[config.mk]
export PLATFORM = sky130hd
export DESIGN_NAME = mem_arbiter
export DESIGN_NICKNAME = d
export VERILOG_FILES = /design/src/rtl/mem_arb_pkg.sv /design/src/rtl/lsu_lane_align.sv /design/src/rtl/mem_arbiter.sv
export SDC_FILE = /design/constraint.sdc
export NUM_CORES = 1
export LEC_CHECK = 0
export CELL_PAD_IN_SITES_DETAIL_PLACEMENT = 2
export CELL_PAD_IN_SITES_GLOBAL_PLACEMENT = 2
export CORE_MARGIN = 8
export CORE_UTILIZATION = 13
export DETAILED_ROUTE_END_ITERATION = 7
export MAX_ROUTING_LAYER = met4
export PLACE_DENSITY = 0.94
export SLEW_MARGIN = 20
export SYNTH_ARGS = -nofsm -noshare
export SYNTH_HDL_FRONTEND = slang
export SYNTH_SLANG_ARGS = --single-unit
export TNS_END_PERCENT = 20
[constraint.sdc]
create_clock -name clk_i -period 3.4 [get_ports clk_i]
set_input_delay 0.68 -clock clk_i [delete_from_list [all_inputs] [get_ports clk_i]]
set_output_delay 0.68 -clock clk_i [all_outputs]
set_load 0.01 [all_outputs]
[src/rtl/mem_arb_pkg.sv]
// Shared encodings and the response-stage record for the single-port memory arbiter.
package mem_arb_pkg;

  typedef enum logic [1:0] {
    SZ_BYTE = 2'b00,
    SZ_HALF = 2'b01,
    SZ_WORD = 2'b10,
    SZ_ILL  = 2'b11
  } size_e;

  typedef enum logic {
    OWN_IF = 1'b0,
    OWN_LS = 1'b1
  } owner_e;

  typedef struct packed {
    logic       valid;
    owner_e     owner;
    logic       we;
    logic       err;
    size_e      size;
    logic [1:0] off;
    logic       uns;
  } rsp_t;

endpackage

[src/rtl/lsu_lane_align.sv]
// Byte-lane logic for the load/store port: store BE and lane replication, load
// extraction with sign/zero extension, and the alignment check. Purely combinational.
module lsu_lane_align
  import mem_arb_pkg::*;
(
  input  size_e       st_size_i,
  input  logic [1:0]  st_off_i,
  input  logic [31:0] st_wdata_i,
  output logic [3:0]  st_be_o,
  output logic [31:0] st_wdata_o,
  output logic        misalign_o,
  input  size_e       ld_size_i,
  input  logic [1:0]  ld_off_i,
  input  logic        ld_unsigned_i,
  input  logic [31:0] ld_rdata_i,
  output logic [31:0] ld_data_o
);

  logic [7:0]  ld_byte;
  logic [15:0] ld_half;

  always_comb begin
    // NOTE: every output gets a default before the case so no path leaves it unassigned (no latch).
    st_be_o    = 4'b0000;
    st_wdata_o = 32'h0;
    misalign_o = 1'b0;
    case (st_size_i)
      SZ_BYTE: begin
        st_be_o    = 4'b0001 << st_off_i;
        st_wdata_o = {4{st_wdata_i[7:0]}};
      end
      SZ_HALF: begin
        st_be_o    = 4'b0011 << {st_off_i[1], 1'b0};
        st_wdata_o = {2{st_wdata_i[15:0]}};
        misalign_o = st_off_i[0];
      end
      SZ_WORD: begin
        st_be_o    = 4'b1111;
        st_wdata_o = st_wdata_i;
        misalign_o = |st_off_i;
      end
      default: misalign_o = 1'b1;
    endcase
  end

  always_comb begin
    ld_byte   = ld_rdata_i[8*ld_off_i +: 8];
    ld_half   = ld_off_i[1] ? ld_rdata_i[31:16] : ld_rdata_i[15:0];
    ld_data_o = 32'h0;
    case (ld_size_i)
      SZ_BYTE: ld_data_o = {{24{~ld_unsigned_i & ld_byte[7]}}, ld_byte};
      SZ_HALF: ld_data_o = {{16{~ld_unsigned_i & ld_half[15]}}, ld_half};
      SZ_WORD: ld_data_o = ld_rdata_i;
      default: ld_data_o = 32'h0;
    endcase
  end

endmodule

[src/rtl/mem_arbiter.sv]
// Shares one byte-enabled word port between instruction fetch and load/store,
// with LS priority bounded by a streak counter and a single registered response stage.
module mem_arbiter
  import mem_arb_pkg::*;
#(
  parameter int unsigned MEM_BYTES     = 'h40_0000,
  parameter int unsigned MAX_LS_STREAK = 2
) (
  input  logic        clk_i,
  input  logic        rst_i,
  input  logic        if_req_i,
  input  logic [31:0] if_addr_i,
  output logic        if_gnt_o,
  output logic        if_rvalid_o,
  output logic [31:0] if_rdata_o,
  output logic        if_err_o,
  input  logic        ls_req_i,
  input  logic        ls_we_i,
  input  logic [1:0]  ls_size_i,
  input  logic        ls_unsigned_i,
  input  logic [31:0] ls_addr_i,
  input  logic [31:0] ls_wdata_i,
  output logic        ls_gnt_o,
  output logic        ls_rvalid_o,
  output logic        ls_err_o,
  output logic [31:0] ls_rdata_o,
  output logic        mem_en_o,
  output logic        mem_we_o,
  output logic [3:0]  mem_be_o,
  output logic [31:0] mem_addr_o,
  output logic [31:0] mem_wdata_o,
  input  logic [31:0] mem_rdata_i
);

  localparam int unsigned SW = (MAX_LS_STREAK < 1) ? 1 : $clog2(MAX_LS_STREAK + 1);
  localparam logic [SW-1:0] STREAK_MAX = SW'(MAX_LS_STREAK);

  logic [SW-1:0] streak_q, streak_d;
  rsp_t          rsp_q, rsp_d;

  size_e       ls_size;
  logic        ls_misalign, ls_err, if_err;
  logic        ls_gnt, if_gnt;
  logic [3:0]  st_be;
  logic [31:0] st_wdata, ld_data;

  assign ls_size = size_e'(ls_size_i);

  lsu_lane_align u_lane (
    .st_size_i     (ls_size),
    .st_off_i      (ls_addr_i[1:0]),
    .st_wdata_i    (ls_wdata_i),
    .st_be_o       (st_be),
    .st_wdata_o    (st_wdata),
    .misalign_o    (ls_misalign),
    .ld_size_i     (rsp_q.size),
    .ld_off_i      (rsp_q.off),
    .ld_unsigned_i (rsp_q.uns),
    .ld_rdata_i    (mem_rdata_i),
    .ld_data_o     (ld_data)
  );

  assign ls_err = ls_misalign | (ls_addr_i >= MEM_BYTES);
  assign if_err = (|if_addr_i[1:0]) | (if_addr_i >= MEM_BYTES);

  // Grants are masked by reset so nothing reaches memory while reset is held.
  assign ls_gnt = ~rst_i & ls_req_i & ~(if_req_i & (streak_q == STREAK_MAX));
  assign if_gnt = ~rst_i & if_req_i & ~ls_gnt;
  assign ls_gnt_o = ls_gnt;
  assign if_gnt_o = if_gnt;

  always_comb begin
    mem_en_o    = 1'b0;
    mem_we_o    = 1'b0;
    mem_be_o    = 4'b0000;
    mem_addr_o  = 32'h0;
    mem_wdata_o = 32'h0;
    if (ls_gnt && !ls_err) begin
      mem_en_o    = 1'b1;
      mem_we_o    = ls_we_i;
      mem_addr_o  = {ls_addr_i[31:2], 2'b00};
      mem_be_o    = ls_we_i ? st_be : 4'b1111;
      mem_wdata_o = ls_we_i ? st_wdata : 32'h0;
    end else if (if_gnt && !if_err) begin
      mem_en_o   = 1'b1;
      mem_addr_o = {if_addr_i[31:2], 2'b00};
      mem_be_o   = 4'b1111;
    end
  end

  always_comb begin
    rsp_d = '0;
    if (ls_gnt) begin
      rsp_d.valid = 1'b1;
      rsp_d.owner = OWN_LS;
      rsp_d.we    = ls_we_i;
      rsp_d.err   = ls_err;
      rsp_d.size  = ls_size;
      rsp_d.off   = ls_addr_i[1:0];
      rsp_d.uns   = ls_unsigned_i;
    end else if (if_gnt) begin
      rsp_d.valid = 1'b1;
      rsp_d.owner = OWN_IF;
      rsp_d.err   = if_err;
      rsp_d.size  = SZ_WORD;
    end
  end

  always_comb begin
    streak_d = streak_q;
    if (!if_req_i || if_gnt) begin
      streak_d = '0;
    end else if (ls_gnt && streak_q != STREAK_MAX) begin
      streak_d = streak_q + SW'(1);
    end
  end

  always_ff @(posedge clk_i or posedge rst_i) begin
    // NOTE: state uses non-blocking assignment; async reset also drops any in-flight response.
    if (rst_i) begin
      streak_q <= '0;
      rsp_q    <= '0;
    end else begin
      streak_q <= streak_d;
      rsp_q    <= rsp_d;
    end
  end

  assign if_rvalid_o = rsp_q.valid & (rsp_q.owner == OWN_IF);
  assign ls_rvalid_o = rsp_q.valid & (rsp_q.owner == OWN_LS);
  assign if_err_o    = if_rvalid_o & rsp_q.err;
  assign ls_err_o    = ls_rvalid_o & rsp_q.err;
  assign if_rdata_o  = (if_rvalid_o & ~rsp_q.err) ? mem_rdata_i : 32'h0;
  assign ls_rdata_o  = (ls_rvalid_o & ~rsp_q.err & ~rsp_q.we) ? ld_data : 32'h0;

endmodule

== After elaboration in Yosys (flattened, before gate mapping) ==
Cells that the tools add are included.

* Add/sub/neg operators: 1
* Order comparisons: 2
* Equal/unequal tests: 6
* Shift operators: 3
* Multiplexer cells: 25
* Bitwise gates (word level): 23
* Reductions and logical operators: 12

{| class="wikitable"
|+ Operators with widths
! kind !! number
|-
| $mux 32 || 6
|-
| $pmux 32 s3 || 2
|-
| $ge 32x23->1 const B || 2
|-
| $shiftx 32x6->8 || 1
|-
| $mux 16 || 1
|-
| $and 1x1->1 || 14
|-
| $mux 4 || 3
|-
| $pmux 4 s3 || 1
|-
| $mux 3 || 3
|-
| $mux 2 || 4
|-
| $not 1->1 || 7
|-
| $eq 2x2->1 const B || 3
|-
| $eq 2x1->1 const B || 2
|-
| $logic_not 2->1 || 2
|-
| $mux 1 || 4
|-
| $reduce_or 2->1 || 2
|-
| $shl 1x2->4 const A || 1
|-
| $shl 2x2->4 const A || 1
|-
| $logic_and 1x1->1 || 3
|-
| $logic_not 1->1 || 3
|-
| $pmux 1 s3 || 1
|-
| $add 2x1->2 const B || 1
|-
| $ne 2x2->1 const B || 1
|-
| $or 1x1->1 || 2
|-
| 2 further kinds || 2
|}

* Bits in registers: 11
* Input bits: 136
* Word-level logic and storage cells: 80

== Depth between registers and ports, before layout ==
Gate-level depths: netlist of run 1.

* Word-level depth: 9
* Gate-level depth with buffers: 8

== Cells and area by module ==
Synthesis of run 1 repeated with hierarchy kept, for this count alone.

* Cell total of the unflattened synthesis: 412
* Area, all modules: 2919.0 um^2

{| class="wikitable"
|+ Modules (own cells, without submodules)
! module !! instances !! cells an instance !! area each (um^2) !! sequential area each (um^2)
|-
| mem_arbiter || 1 || 205 || 1601.5 || 275.3
|-
| lsu_lane_align || 1 || 207 || 1317.5 || 0.0
|}

== Worst setup path before layout of run 1 ==
OpenSTA, ideal clock, no wires.

* Path kind: input port to output port
* From: input rst_i
* To: output mem_wdata_o[0]
* Arrival time: 2.133 ns
* Setup slack: 0.587 ns
* Stages: 6
* Buffers on the path: 1
* Path through: inv_1 -> nand3_1 -> or4_1 -> buf_2 -> clkinv_2 -> and3_1

* Cells in the longest elaborated chain, start to end: 5

{| class="wikitable"
|+ Ends and longest elaborated chain
! what !! line !! text
|-
| start: declaration || mem_arbiter.sv:10 || <nowiki>input logic rst_i,</nowiki>
|-
| $not 1->1 || mem_arbiter.sv:67 || <nowiki>assign ls_gnt = ~rst_i & ls_req_i & ~(if_req_i & (streak_q == STREAK_MAX));</nowiki>
|-
| $and 1x1->1 (2 in series) || mem_arbiter.sv:67 ||
|-
| $logic_and 1x1->1 || mem_arbiter.sv:78 || <nowiki>if (ls_gnt && !ls_err) begin</nowiki>
|-
| $mux 32 || mem_arbiter.sv:78 ||
|-
| end: declaration || mem_arbiter.sv:31 || <nowiki>output logic [31:0] mem_wdata_o,</nowiki>
|}

No other way between the ends.

== Worst setup path in the final report of run 1 ==
* From: input mem_rdata_i[31]
* To: output ls_rdata_o[15]

* Cells in the longest elaborated chain, start to end: 4
* Elaborated cells on any way between the ends: 5
* Those cells by class: shift: 1; mux: 3; bitwise: 1

{| class="wikitable"
|+ Ends and longest elaborated chain
! what !! line !! text
|-
| start: declaration || mem_arbiter.sv:32 || <nowiki>input logic [31:0] mem_rdata_i</nowiki>
|-
| $shiftx 32x6->8 || lsu_lane_align.sv:47 || <nowiki>ld_byte = ld_rdata_i[8*ld_off_i +: 8];</nowiki>
|-
| $and 1x1->1 || lsu_lane_align.sv:51 || <nowiki>SZ_BYTE: ld_data_o = {{24{~ld_unsigned_i & ld_byte[7]}}, ld_byte};</nowiki>
|-
| $pmux 32 s3 (*) || lsu_lane_align.sv:50 || <nowiki>case (ld_size_i)</nowiki>
|-
| $mux 32 (*) || mem_arbiter.sv:134 || <nowiki>assign ls_rdata_o = (ls_rvalid_o & ~rsp_q.err & ~rsp_q.we) ? ld_data : 32'h0;</nowiki>
|-
| end: declaration || mem_arbiter.sv:26 || <nowiki>output logic [31:0] ls_rdata_o,</nowiki>
|}

Mark *: on every way between the ends. The rest lies on a longest branch, timed or not.

==> metrics.yaml, run 1 <==
routing:
  ant_nets: 0
  dr.pass1.iters: 4
  viasPerCell: 4.396
  drtIter0Drc: 76
  drc: 0
  wl_um: 17530
  vias: 3842
  wire_per_inst_um: 20.06
timing:
  finalClockSkew_ps: 2.302
  post-route-period-util: 0.9657
  holdWs_ps: 565.4
  drv_slew: 0
  tightest_slew_ps: 654.9
  finalCriticalPeriod_ps: 3283
  max_freq_ghz: 0.3046
  slew_headroom: 0.5625
  rsz0062_at_grt: "true"
  finalHoldViolCount: 0
  final.setup.worst_slack_ps: 116.7
  finalSetupViolCount: 0
worst_setup_path:
  crit_path_cell_trace: "clkdlybuf4s50_1 -> mux2_2 -> and2_1 -> o21ai_1 -> buf_4 -> a21oi_1 -> clkdlybuf4s50_1"
  max_stage_delay_ps: 590
  path_delay_family: "buffers and inverters"
  end_kind: "primary output"
  path_buf_inv: 3
  start_kind: "primary input"
  path_max_fanout: 8
  cp.required_ps: 2720
  arrival_ps: 2600
  crit_path_top_delay_cell: "clkdlybuf4s50_1"
  path_class: "primary input to primary output"
  cp_common_cell: "clkdlybuf4s50_1"
clock_tree:
  cts_hold_buf: 0
  path_clk_slew_ps: 40
  root_buffer: "clkbuf_16"
  clk_latency_ps: 240
  clk_path_buf_depth: 2
  clkSinkCount: 11
  cts_tree: "done"
  cts_made_buffers: 3
  htree_levels: 1
yosys:
  synth_edf_count: 0
  synth_warnings: 0
  yosysSeqAreaShare: 0.1142
  syn_avg_cell_area_um2: 6.731
  synth_cells: 358
  async_reset_ff_frac: 1.000
  synth_seq_cells: 11
  synth_ff_type: "dfrtp_1"
  synth_cell_types: 40
  syn_area_mm2: 0.002410
placed_design:
  routabilityCongestion: 0.7873
  hpwl_um: 15060
  portBuffers: 263
  post-place-ws_ps: -515.5
power:
  p_sw_frac: 0.3226
  power_density_mw_per_mm2: 152.3
  finalPower_mw: 0.8324
  p_switching_mw: 0.2685
  pwr-share-seq: 0.178
  vdd_drop_max_v: 0.0001195
  p_clk_frac: 0.261
  leakagePower_nw: 2.323
  pwr-share-comb: 0.561
  power.internal_mw: 0.5638
floorplanning:
  std_cell_rows: 49
  dieArea_mm2: 0.02315
  start_util: 0.1332
  die_h_um: 152.2
  coreArea_mm2: 0.01809
  ios: 276
  fp.dieW_um: 152.2
finish:
  final_common_cell: "clkdlybuf4s50_1"
  final_nets: 779
  drive_gt1_frac: 0.2418
  area_growth_pct: 126.8
  final_core_util: 0.3022
  final_cell_mix: "clkdlybuf4s50_1 (196), nand2_1 (43), and2_1 (42)"
grt:
  grt_pass1_vias: 4466
  grt_max_degree: 33
  track_usage: 0.1483
  overflow: 0
  grt_pass1_wl_um: 26770
  grt_antenna_before_repair: 3
run_status:
  outcome: "finished clean"
run:
  max-cap-violations: 0
worst_hold_path:
  hp-class: "register to register"
## stage by stage
stage / cells / setup TNS (ps) / instance area (um^2)
2_1_floorplan: 369 / 0 / 2451
3_3_place_gp: 860 / -22170 / 5474
3_5_place_dp: 860 / -22450 / 5474
4_1_cts: 869 / -157.4 / 5475
5_1_grt: 873 / -28.31 / 5463
6_report: 874 / 0 / 5465
## worst paths after layout
| path | cells past startpoint | slack (ps) | from | endpoint |
|---|---|---|---|---|
| worst max-delay path | 7 | 120 | mem_rdata_i[31] | ls_rdata_o[15] |
| worst min-delay path | 2 | 570 | streak_q[1] | streak_q[1] |
| worst max register to register | 8 | 1860 | streak_q[0] | rsp_q[5] |
| worst min register to register | 2 | 570 | streak_q[1] | streak_q[1] |
| max in group asynchronous | 3 | 2440 | rst_i | rsp_q[0] |
| min in group asynchronous | 3 | 810 | rst_i | rsp_q[6] |
## sequential cells by signal (all words and copies together) (netlist names)
register	flops
streak_q	2
rsp_q	9
## layer usage
metal  part of all wire  track usage
met5                  0            -
met1               0.39       0.1535
met3              0.079      0.04453
met4             0.0068      0.02570
met2               0.52       0.2751
## logic make-up after synthesis
logic type               Yosys count  share of synthesized area
flip-flops                        11                     0.1142
AO/OA/AOI/OAI                    105                     0.3006
buffers and inverters             48                     0.1033
other                              1                   0.001556
multiplexers                      21                    0.09346
AND/OR/NAND/NOR                  171                     0.3816
adder cells (fa/ha/maj)            1                   0.005191
## layout make-up
| cell class | instances | area, um^2 |
|---|---|---|
| Sequential cell | 11 | 275.3 |
| Tap cell | 229 | 286.5 |
| Timing Repair Buffer | 309 | 2820 |
| Multi-Input combinational cell | 310 | 1963 |
| Inverter | 7 | 31.28 |
| Antenna cell | 4 | 10.01 |
| Clock buffer | 4 | 78.83 |
| Fill cell | 2131 | 12620 |
## power groups by stage
stage               Combinational (mW)  Sequential, mW  Clock (mW)
floorplan                        0.172           0.143           0
global placement                 0.456           0.149           0
detailed placement               0.470           0.150           0
CTS                              0.472           0.148       0.220
global route                     0.505           0.149       0.229
finish                           0.467           0.148       0.217
## tightest hold or removal path: stages, from the launching register on
cell and delay, ps:
dfrtp_1 350, a21oi_1 70, nor2b_1 110
## synthesized netlist by cell type, drive strengths merged, types with 5 or more instances
library cell  number  share of area
a22o              23          0.084
a22oi              8          0.025
nand2             43          0.067
clkbuf            20          0.031
mux2i              9          0.037
mux2              12          0.056
buf               21          0.061
and2              42           0.11
inv                6         0.0093
dfrtp             11           0.11
nand3             10          0.021
or2               10          0.026
nor4               5          0.016
nor2b             17          0.044
a21oi             55           0.13
and3              11          0.029
nor2              23          0.044
## timing repair
action | CTS | global route
setup endpoints to repair | 58 | 55
cloned | 1 | 1
resized for setup | 204 | 39
buffers inserted | 4 | 0
pin swaps | 4 | 4
Power figures use the tool's default switching activity.
==> inputs of run 2 (changes only) <==
--- a/config.mk
+++ b/config.mk
@@ -5,6 +5,7 @@
 export SDC_FILE = /design/constraint.sdc
 export NUM_CORES = 1
 export LEC_CHECK = 0
+export ABC_CLOCK_PERIOD_IN_PS = 3400
 export CELL_PAD_IN_SITES_DETAIL_PLACEMENT = 2
 export CELL_PAD_IN_SITES_GLOBAL_PLACEMENT = 2
 export CORE_MARGIN = 8
==> results of run 2 <==
Final layout, timing and power as in run 1 (identical DEF).
